--- src/rtl/sram_2p_march_bist.sv ---
// sram_2p_march_bist: March C- BIST controller for port A of the 2-port SRAM macro.
// Registered SRAM-side outputs, one-cycle read-compare pipeline, sticky pass/fail status.
module sram_2p_march_bist #(
    parameter int                      P_DATA_WIDTH = 20,
    parameter int                      P_ADDR_WIDTH = 9,
    parameter logic [P_DATA_WIDTH-1:0] P_BG         = '0,
    parameter int                      P_CNT_WIDTH  = 8
) (
    input  logic                    CLK,
    input  logic                    RST_N,
    input  logic                    START,
    output logic                    BIST_EN,
    output logic [P_ADDR_WIDTH-1:0] BIST_ADDR,
    output logic [P_DATA_WIDTH-1:0] BIST_DIN,
    output logic [P_DATA_WIDTH-1:0] BIST_BM,
    output logic                    BIST_MEN,
    output logic                    BIST_WEN,
    output logic                    BIST_REN,
    input  logic [P_DATA_WIDTH-1:0] BIST_DOUT,
    output logic                    BUSY,
    output logic                    DONE,
    output logic                    FAIL,
    output logic [P_ADDR_WIDTH-1:0] FAIL_ADDR,
    output logic [P_CNT_WIDTH-1:0]  FAIL_CNT
);

    typedef enum logic [3:0] {
        S_IDLE, S_M0, S_M1, S_M2, S_M3, S_M4, S_M5, S_DRAIN, S_DONE
    } state_t;

    state_t                  state, n_state, nxt_elem;
    logic [P_ADDR_WIDTH-1:0] addr, n_addr, cmp_addr;
    logic                    phase, n_phase;
    logic                    two_op, desc, elem_end;
    logic                    n_busy, n_op, n_rd, n_wr, n_done;
    logic [P_DATA_WIDTH-1:0] n_din, cur_exp, cmp_exp;
    logic                    cmp_v, clr;

    // state/addr/phase describe the operation driven on the SRAM pins this cycle
    always_ff @(posedge CLK or negedge RST_N) begin
        if (!RST_N) begin
            state <= S_IDLE;
            addr  <= '0;
            phase <= 1'b0;
        end else begin
            state <= n_state;
            addr  <= n_addr;
            phase <= n_phase;
        end
    end

    always_comb begin
        two_op   = state inside {S_M1, S_M2, S_M3, S_M4};
        desc     = state inside {S_M3, S_M4};
        elem_end = (desc ? (addr == '0) : (addr == '1)) && (!two_op || phase);
        nxt_elem = state_t'(state + 4'd1);
        n_state  = state;
        n_addr   = addr;
        n_phase  = 1'b0;
        case (state)
            S_IDLE, S_DONE: begin
                if (START) begin
                    n_state = S_M0;
                    n_addr  = '0;
                end
            end
            S_DRAIN: n_state = S_DONE;
            default: begin
                if (two_op && !phase) begin
                    n_phase = 1'b1;
                end else if (elem_end) begin
                    n_state = nxt_elem;
                    n_addr  = (nxt_elem == S_M3 || nxt_elem == S_M4) ? '1 : '0;
                end else begin
                    n_addr = desc ? addr - 1'b1 : addr + 1'b1;
                end
            end
        endcase
    end

    // Decode the next cycle's operation so every SRAM-side pin comes straight from a flop
    always_comb begin
        n_busy  = n_state inside {S_M0, S_M1, S_M2, S_M3, S_M4, S_M5, S_DRAIN};
        n_op    = n_state inside {S_M0, S_M1, S_M2, S_M3, S_M4, S_M5};
        n_rd    = (n_state inside {S_M1, S_M2, S_M3, S_M4} && !n_phase) || n_state == S_M5;
        n_wr    = n_op && !n_rd;
        n_done  = n_state == S_DONE;
        n_din   = n_wr ? ((n_state inside {S_M1, S_M3}) ? ~P_BG : P_BG) : BIST_DIN;
        cur_exp = (state == S_M2 || state == S_M4) ? ~P_BG : P_BG;
        clr     = START && (state == S_IDLE || state == S_DONE);
    end

    always_ff @(posedge CLK or negedge RST_N) begin
        if (!RST_N) begin
            BIST_EN   <= 1'b0;
            BIST_ADDR <= '0;
            BIST_DIN  <= '0;
            BIST_BM   <= '0;
            BIST_MEN  <= 1'b0;
            BIST_WEN  <= 1'b0;
            BIST_REN  <= 1'b0;
            BUSY      <= 1'b0;
            DONE      <= 1'b0;
        end else begin
            BIST_EN   <= n_busy;
            BIST_ADDR <= n_op ? n_addr : '0;
            BIST_DIN  <= n_din;
            BIST_BM   <= n_busy ? '1 : '0;
            BIST_MEN  <= n_op;
            BIST_WEN  <= n_wr;
            BIST_REN  <= n_rd;
            BUSY      <= n_busy;
            DONE      <= n_done;
        end
    end

    // Read issued this cycle returns data next cycle; compare it then
    always_ff @(posedge CLK or negedge RST_N) begin
        if (!RST_N) begin
            cmp_v     <= 1'b0;
            cmp_exp   <= '0;
            cmp_addr  <= '0;
            FAIL      <= 1'b0;
            FAIL_ADDR <= '0;
            FAIL_CNT  <= '0;
        end else begin
            cmp_v    <= BIST_REN;
            cmp_exp  <= cur_exp;
            cmp_addr <= BIST_ADDR;
            if (clr) begin
                FAIL      <= 1'b0;
                FAIL_ADDR <= '0;
                FAIL_CNT  <= '0;
            end else if (cmp_v && BIST_DOUT != cmp_exp) begin
                FAIL <= 1'b1;
                if (!FAIL) FAIL_ADDR <= cmp_addr;
                if (FAIL_CNT != '1) FAIL_CNT <= FAIL_CNT + 1'b1;
            end
        end
    end

endmodule

--- config.mk ---
export PLATFORM = sky130hd
export DESIGN_NAME = sram_2p_march_bist
export DESIGN_NICKNAME = d
export VERILOG_FILES = /design/src/rtl/sram_2p_march_bist.sv
export SDC_FILE = /design/constraint.sdc
export NUM_CORES = 1
export LEC_CHECK = 0
export CAP_MARGIN = 15
export CORE_AREA = 2 2 109 111
export DETAILED_ROUTE_END_ITERATION = 10
export DIE_AREA = 0 0 111 113
export HOLD_SLACK_MARGIN = 0.08
export SYNTH_ARGS = -nofsm -noshare
export SYNTH_HDL_FRONTEND = slang
export SYNTH_SLANG_ARGS = --single-unit
--- constraint.sdc ---
create_clock -name CLK -period 7.26 [get_ports CLK]
set_input_delay 1.452 -clock CLK [delete_from_list [all_inputs] [get_ports CLK]]
set_output_delay 1.452 -clock CLK [all_outputs]
set_load 0.02 [all_outputs]
# ---- Yosys cells after proc, flatten, opt, wreduce, memory -nomap -nowiden
# Cells that the tools add are included.
dict set report totals {
  register_bits 116
  input_bits 23
}
dict set report op_classes {
  add_sub_neg 4
  n_eq_ne 20
  muxes 25
  n_reduce_logical 29
}
# op n
set ops {}
lappend ops {{$mux 9} 9}
lappend ops {{$mux 20} 3}
lappend ops {{$eq 4x3->1 const B} 9}
lappend ops {{$mux 8} 3}
lappend ops {{$ne 20x20->1} 1}
lappend ops {{$pmux 9 s2} 1}
lappend ops {{$eq 4x2->1 const B} 4}
lappend ops {{$mux 4} 3}
lappend ops {{$add 9x1->9 const B} 1}
lappend ops {{$eq 9x9->1 const B} 1}
lappend ops {{$logic_not 9->1} 1}
lappend ops {{$sub 9x1->9 const B} 1}
lappend ops {{$add 8x1->8 const B} 1}
lappend ops {{$eq 4x4->1 const B} 2}
lappend ops {{$ne 8x8->1 const B} 1}
lappend ops {{$pmux 4 s2} 1}
lappend ops {{$reduce_bool 2->1} 4}
lappend ops {{$reduce_bool 4->1} 2}
lappend ops {{$reduce_bool 7->1} 1}
lappend ops {{$logic_and 1x1->1} 6}
lappend ops {{$reduce_bool 6->1} 1}
lappend ops {{$logic_or 1x1->1} 5}
lappend ops {{$mux 1} 5}
lappend ops {{$add 4x1->4 const B} 1}
lappend ops {{other kinds (7)} 11}

# ---- Depth between registers and ports, before layout
# Gate-level depths: netlist of the first run.
dict set report depth {
  depth_word 14
  depth_mapped 12
  ltp_nobuf 12
}

# ---- Worst setup path after synthesis of the first run
# Ideal clock, no wire load.
dict set report synth_path {
  path_type {input to register}
  startpoint {in BIST_DOUT[16]}
  endpoint {reg FAIL_CNT[3]}
  arrival_ns 2.945
  path_slack_ns 4.182
  path_stages 7
  n_path_buf 0
  path_cell_list {or4_1 nor2_1 a31oi_1 o311ai_2 a21oi_1 xnor2_1 nor2_1}
}
dict set report synth_via {
  elab_chain_cells 4
}
# element line
set synth_lines {}
lappend synth_lines {{start: declaration} 19} ;# input logic [P_DATA_WIDTH-1:0] BIST_DOUT,
lappend synth_lines {{$ne 20x20->1} 134} ;# end else if (cmp_v && BIST_DOUT != cmp_exp) begin
lappend synth_lines {{$logic_and 1x1->1} 134}
lappend synth_lines {{$reduce_bool 2->1 (no source line)} n/a}
lappend synth_lines {{$reduce_and 2->1 (no source line)} n/a}
lappend synth_lines {{end signal: assignment} 137} ;# if (FAIL_CNT != '1) FAIL_CNT <= FAIL_CNT + 1'b1;
lappend synth_lines {{end: declaration} 24} ;# output logic [P_CNT_WIDTH-1:0] FAIL_CNT
# No other way between the ends.
# A chain may end at the register's enable or synchronous reset.

# ---- Final worst setup path of the first run
dict set report layout_path {
  startpoint {in BIST_DOUT[16]}
  endpoint {reg FAIL_ADDR[1]}
}
dict set report layout_via {
  elab_chain_cells 4
}
# element line
set layout_lines {}
lappend layout_lines {{$ne 20x20->1} 134}
lappend layout_lines {{$logic_and 1x1->1} 134}
lappend layout_lines {{$reduce_bool 2->1 (no source line)} n/a}
lappend layout_lines {{$reduce_and 2->1 (no source line)} n/a}
lappend layout_lines {{end signal: assignment} 136} ;# if (!FAIL) FAIL_ADDR <= cmp_addr;
lappend layout_lines {{end: declaration} 23} ;# output logic [P_ADDR_WIDTH-1:0] FAIL_ADDR,
# No other way between the ends.

==> out/qor.csv, run 1 <==
metric;value;unit
yosysSeqAreaShare;43.56;%
die_h;113;um
grt_overflow;0;
die_area;12540;um^2
start_kind;input pin;
worst-endpoint-arrival;3.65;ns
cts-htree-levels;3;
num_rows;39;
status;completed;
cts_tree;yes;
leakagePower;1.995;nW
drc_errors;0;
power.internal;600.5;uW
worstSetupEndpointType;flip-flop;
synth_area_leaders;dfrtp_1 44%, buf_4 9.0%, ha_1 4.9%;
io_buffer_count;95;
ir_drop;0.1008;mV
yosysMostFrequentCell;dfrtp_1;
area.growth.synth_to_final;33.42;%
cts.sinks;58;
cts_made_buffers;9;
ant_nets;0;
first_pass_iters;5;
syn_nets;380;
synth_edf_count;0;
wl_per_cell;13.41;um
p_total;759.5;uW
start_util;29.56;%
cts_setup_buffers;0;
slew_headroom;50.61;%
p_seq_share;42.6;%
ctsResizeCount;0;
syn_inst;343;
synth.distinct_cells;48;
hold_viol;0;
clkTransAtPathRegs;0.05;ns
coreArea;11270;um^2
grt_pass1_wl;12470;um
finalClockSkew;0.006176;ns
swShare;20.94;%
p_clk_share;54.6;%
wirelength;7427;um
grt_pass1_vias;2525;
required;7.44;ns
ys_async_sr_fraction;100.0;%
rsz0062_at_grt;false;
final_nets;443;
tightest_slew;0.7381;ns
setup_violations;0;
diodes;0;
crit_fanout;9;
fin_crit_sh;47.79;%
synthTopCellsByCount;58 x dfrtp_1, 40 x buf_4, 38 x nor2_1;
cts_buffer_depth;2;
hold_path.class;reg2reg;
fin_setup_tns;0;ns
fin_crit;3.469;ns
grtUsageTotal;12.21;%
yosysTopAreaCell;dfrtp_1;
vias;2661;
io_pins;96;
combPwrFrac;2.8;%
worstSetupPathType;in2reg;
timing.fmax;288.2;MHz
gp_congestion;0.8720;
dp_hpwl;5551;um
cts_root_buf;clkbuf_16;
max_cap_viol_count;0;
synth_area;3332;um^2
insertion_delay;0.32;ns
p_sw;159.1;uW
synth_area_per_cell;9.714;um^2
yosys_register_bits;58;
die_w;111;um
routed_via_density;4.803;
antenna_found_initial;0;
ctsHoldBuffers;0;
ys.flop_type;dfrtp_1;
drive_gt1_share;6.813;%
synth.top_cell.area_share;43.56;%
yosys_warnings;0;
power_density;170.9;nW/um^2
drt-initial-drc-count;145;
drv_slew;0;
grt_max_degree;59;
-- per-layer routing --
metal	global-route usage [%]	routed length, um	up-vias
met5	0	0	-
met4	5.167	109	0
met3	3.749	436	9
met2	19.55	3512	82
met1	15.41	3367	1267
li1	-	-	1303
-- cells in the final DEF, fill, tap and decap left out, drive strengths merged, types with 2 or more instances in the layout --
master and instances:
inv 11, a31oi 3, dfrtp 58, o21bai 2
buf 3, nand2 31, ha 13, nor4 6
nor3b 7, nand2b 4, mux2i 12, clkbuf 10
nor3 11, xor2 4, xnor2 9, and3 3
or3 3, a21o 7, or4 3, a211oi 3
clkinvlp 3, clkdlybuf4s50 94, o31ai 2, nor2b 5
o311ai 2, and2 4, o211ai 7, nand3 9
a21oi 18, nand4 5, nor2 38, o21ai 7
-- power groups by stage --
stage	Sequential [mW]	Clock [mW]	Combinational (mW)
2_1_floorplan	0.329	0	0.00138
3_3_place_gp	0.329	0	0.0214
3_5_place_dp	0.329	0	0.0217
4_1_cts	0.323	0.426	0.0219
5_1_grt	0.323	0.440	0.0238
6_report	0.324	0.415	0.0211
-- kinds of logic (layout without fill, tap and decap cells) --
logic type | Yosys count | count (layout) | synth area share, %
xor gates and xnor gates | 13 | 13 | 3.417
DFF | 58 | 58 | 43.56
adders and majority gates | 14 | 14 | 5.483
AOI/OAI and AO/OA | 60 | 60 | 12.88
and+or+nand+nor | 130 | 130 | 19.56
buffers and inverters | 55 | 123 | 10.78
muxes | 13 | 13 | 4.318
-- layout make-up --
| class | count | area [um^2] |
|---|---|---|
| timing repair buffer | 97 | 960.9 |
| clock inverter | 6 | 66.31 |
| sequential | 58 | 1451 |
| clock buffer | 10 | 229.0 |
| tap | 143 | 178.9 |
| fill | 1083 | 6827 |
| multi-input combinational | 230 | 1521 |
| inverter | 10 | 37.54 |
-- metrics by stage --
step | hold slack (ns) | area, um^2 | setup WS [ns] | std cells | util (%)
2_1_floorplan | 0.4614 | 3332 | 4.182 | 343 | -
3_3_place_gp | 0.3577 | 4143 | 3.479 | 537 | 36.75
3_5_place_dp | 0.3648 | 4143 | 3.420 | 537 | 36.75
4_1_cts | 0.3771 | 4438 | 3.753 | 553 | 39.37
5_1_grt | 0.3903 | 4446 | 3.530 | 554 | 39.44
6_report | 0.3796 | 4446 | 3.791 | 554 | 39.44
-- registers in the layout, summed over array words and instances (netlist names), 4 cells and up --
name and flops:
BIST_ADDR 9, cmp_addr 9, FAIL_CNT 8, FAIL_ADDR 9, addr 9, state 4
-- critical path, stage by stage --
cell and delay, ns:
clkdlybuf4s50_1 0.41, or4_1 0.49, nor2_1 0.11, a31oi_1 0.08
o31ai_1 0.29, nand2b_1 0.50, mux2i_1 0.25, nor2_1 0.06
-- final timing paths --
path	from	end	slack, ns	depth (start not counted)
min in group asynchronous	RST_N	addr[3]	1.26	2
hold reg to reg	BIST_ADDR[4]	cmp_addr[4]	0.38	0
setup / recovery	BIST_DOUT[16]	FAIL_ADDR[1]	3.79	8
setup reg to reg	state[0]	BIST_ADDR[7]	3.87	12
max in group asynchronous	RST_N	BIST_REN	5.49	2
hold / removal	BIST_ADDR[4]	cmp_addr[4]	0.38	0
No activity file was read; power rests on OpenSTA's default activity.
==> run 2, diff against run 1 <==
==> constraint.sdc (replaced) <==
create_clock -name CLK -period 2.9 [get_ports CLK]
set_input_delay 0.58 -clock CLK [delete_from_list [all_inputs] [get_ports CLK]]
set_output_delay 0.58 -clock CLK [all_outputs]
set_load 0.02 [all_outputs]
==> out/qor.csv, run 2 (same netlist as run 1, synthesis figures left out) <==
metric;value;unit;change
timing.fmax;367.2;MHz;
worstSetupEndpointType;flip-flop;;
start_kind;flip-flop;;
gp_congestion;0.8827;;+1.2%
mostFrequentLayoutCells;94 x clkdlybuf4s50_1, 58 x dfrtp_1, 37 x nor2_1;;
status;completed;;
wl_per_cell;13.52;um;+0.87%
fin_crit_sh;93.89;%;
drive_gt1_share;14.06;%;+7.2 points
area.growth.synth_to_final;41.79;%;
max_cap_viol_count;0;;unchanged
power_density;400.0;nW/um^2;+130%
die_w;111;um;unchanged
final_nets;473;;+6.8%
finalClockSkew;0.005650;ns;-0.0005267 ns
vias;2729;;+2.6%
ant_nets;0;;unchanged
routed_via_density;4.673;;-2.7%
dpl-instance-area;4403;um^2;+6.3%
cts_root_buf;clkbuf_16;;
clkTransAtPathRegs;0.05;ns;about the same
io_pins;96;;unchanged
num_rows;39;;unchanged
worstReg2RegStart;state[0];;
setup_violations;0;;unchanged
stdcell_count;584;;+5.4%
insertion_delay;0.32;ns;about the same
grt_overflow;0;;unchanged
first_pass_iters;4;;-1
cts-htree-levels;3;;unchanged
grtUsageTotal;12.60;%;+0.38 points
tightest_slew;0.7248;ns;-0.01327 ns
grt_pass1_vias;2667;;+5.6%
cts.sinks;58;;unchanged
worst-endpoint-arrival;2.93;ns;-0.72 ns
coreArea;11270;um^2;unchanged
start_util;29.56;%;unchanged
ir_drop;0.2554;mV;+150%
cts_made_buffers;9;;unchanged
required;3.10;ns;-4.34 ns
fin_crit;2.723;ns;
hold_path.class;in2async;;
cts_buffer_depth;2;;unchanged
ctsHoldBuffers;0;;unchanged
diodes;0;;unchanged
slew_headroom;51.68;%;+1.1 points
cts_tree;yes;;
worstSetupPathType;reg2reg;;
dp_hpwl;6001;um;+8.1%
die_h;113;um;unchanged
drc_errors;0;;unchanged
wirelength;7897;um;+6.3%
dp.cells;568;;+5.8%
hold_viol;0;;unchanged
fin_setup_tns;0;ns;unchanged
grt_pass1_wl;12930;um;+3.7%
crit_fanout;10;;+1
fin_area;4725;um^2;+6.3%
drv_slew;0;;unchanged
io_buffer_count;95;;unchanged
die_area;12540;um^2;unchanged
crit_path_start;state[0];;
grt_max_degree;34;;-42%
drt-initial-drc-count;69;;-52%
leakagePower;2.165;nW;+8.5%
final_common_cell;clkdlybuf4s50_1;;
antenna_found_initial;0;;unchanged
run 2: changes by cell type in the layout (fill, tap and decap cells not counted), sizes merged:
cell and change:
buf +30
run 2: power by group:
part / switching, mW / total [mW] / internal (mW)
registers: 0 / 0.810 / 0.810
clock network: 0.361 / 1.03 / 0.665
logic: 0.0251 / 0.0540 / 0.0289
run 2: per-layer routing:
metal / track usage [%] / vias up / part of all wire, %
met1: 15.97 / 1278 / 46
met4: 4.667 / 0 / 1.7
met5: 0 / - / 0
met2: 20.82 / 85 / 48
li1: - / 1352 / -
met3: 3.321 / 14 / 5.3
run 2: repair_timing:
| action | 4_1_cts | 5_1_grt |
|---|---|---|
| buffers inserted | 0 | 0 |
| endpoints found under the setup margin | 0 | 6 |
| resized for setup | 0 | 4 |
run 2: final cells by class:
class                           instances  area [um^2]
Fill cell                            1064         6548
Clock inverter                          6        66.31
Multi-Input combinational cell        230         1550
Clock buffer                           10        229.0
Sequential cell                        58         1451
Inverter                               10        37.54
Timing Repair Buffer                  127         1211
Tap cell                              143        178.9
run 2: stage by stage:
step	worst slack (ns)	total power, mW	utilization, %	hold slack (ns)
2_1_floorplan	0.05547	0.8277	-	0.2844
3_3_place_gp	0.1181	0.8778	39.06	0.3631
3_5_place_dp	0.08453	0.8794	39.06	0.3642
4_1_cts	0.09225	1.912	41.68	0.3238
5_1_grt	-0.01683	1.947	41.91	0.3590
6_report	0.1771	1.890	41.91	0.3022
run 2: critical path, stage by stage (launching register included):
cell	delay, ns
dfrtp_1	0.36
inv_1	0.08
ha_1	0.23
nor2_2	0.15
nor2_1	0.06
buf_4	0.18
fa_1	0.42
a21oi_2	0.18
o211ai_1	0.13
or3_1	0.32
nand3_1	0.09
a21oi_1	0.08
a21o_1	0.20
nor3b_1	0.13
run 2: path summary, 6_finish.rpt:
kind / slack (ns) / end / depth (start not counted)
max: 0.18 / BIST_ADDR[6] / 13
min: 0.30 / BIST_MEN / 1
max reg2reg: 0.18 / BIST_ADDR[6] / 13
min reg2reg: 0.37 / cmp_addr[2] / 0
max in group asynchronous: 1.92 / FAIL_CNT[6] / 2
min in group CLK: 0.37 / cmp_addr[2] / 0
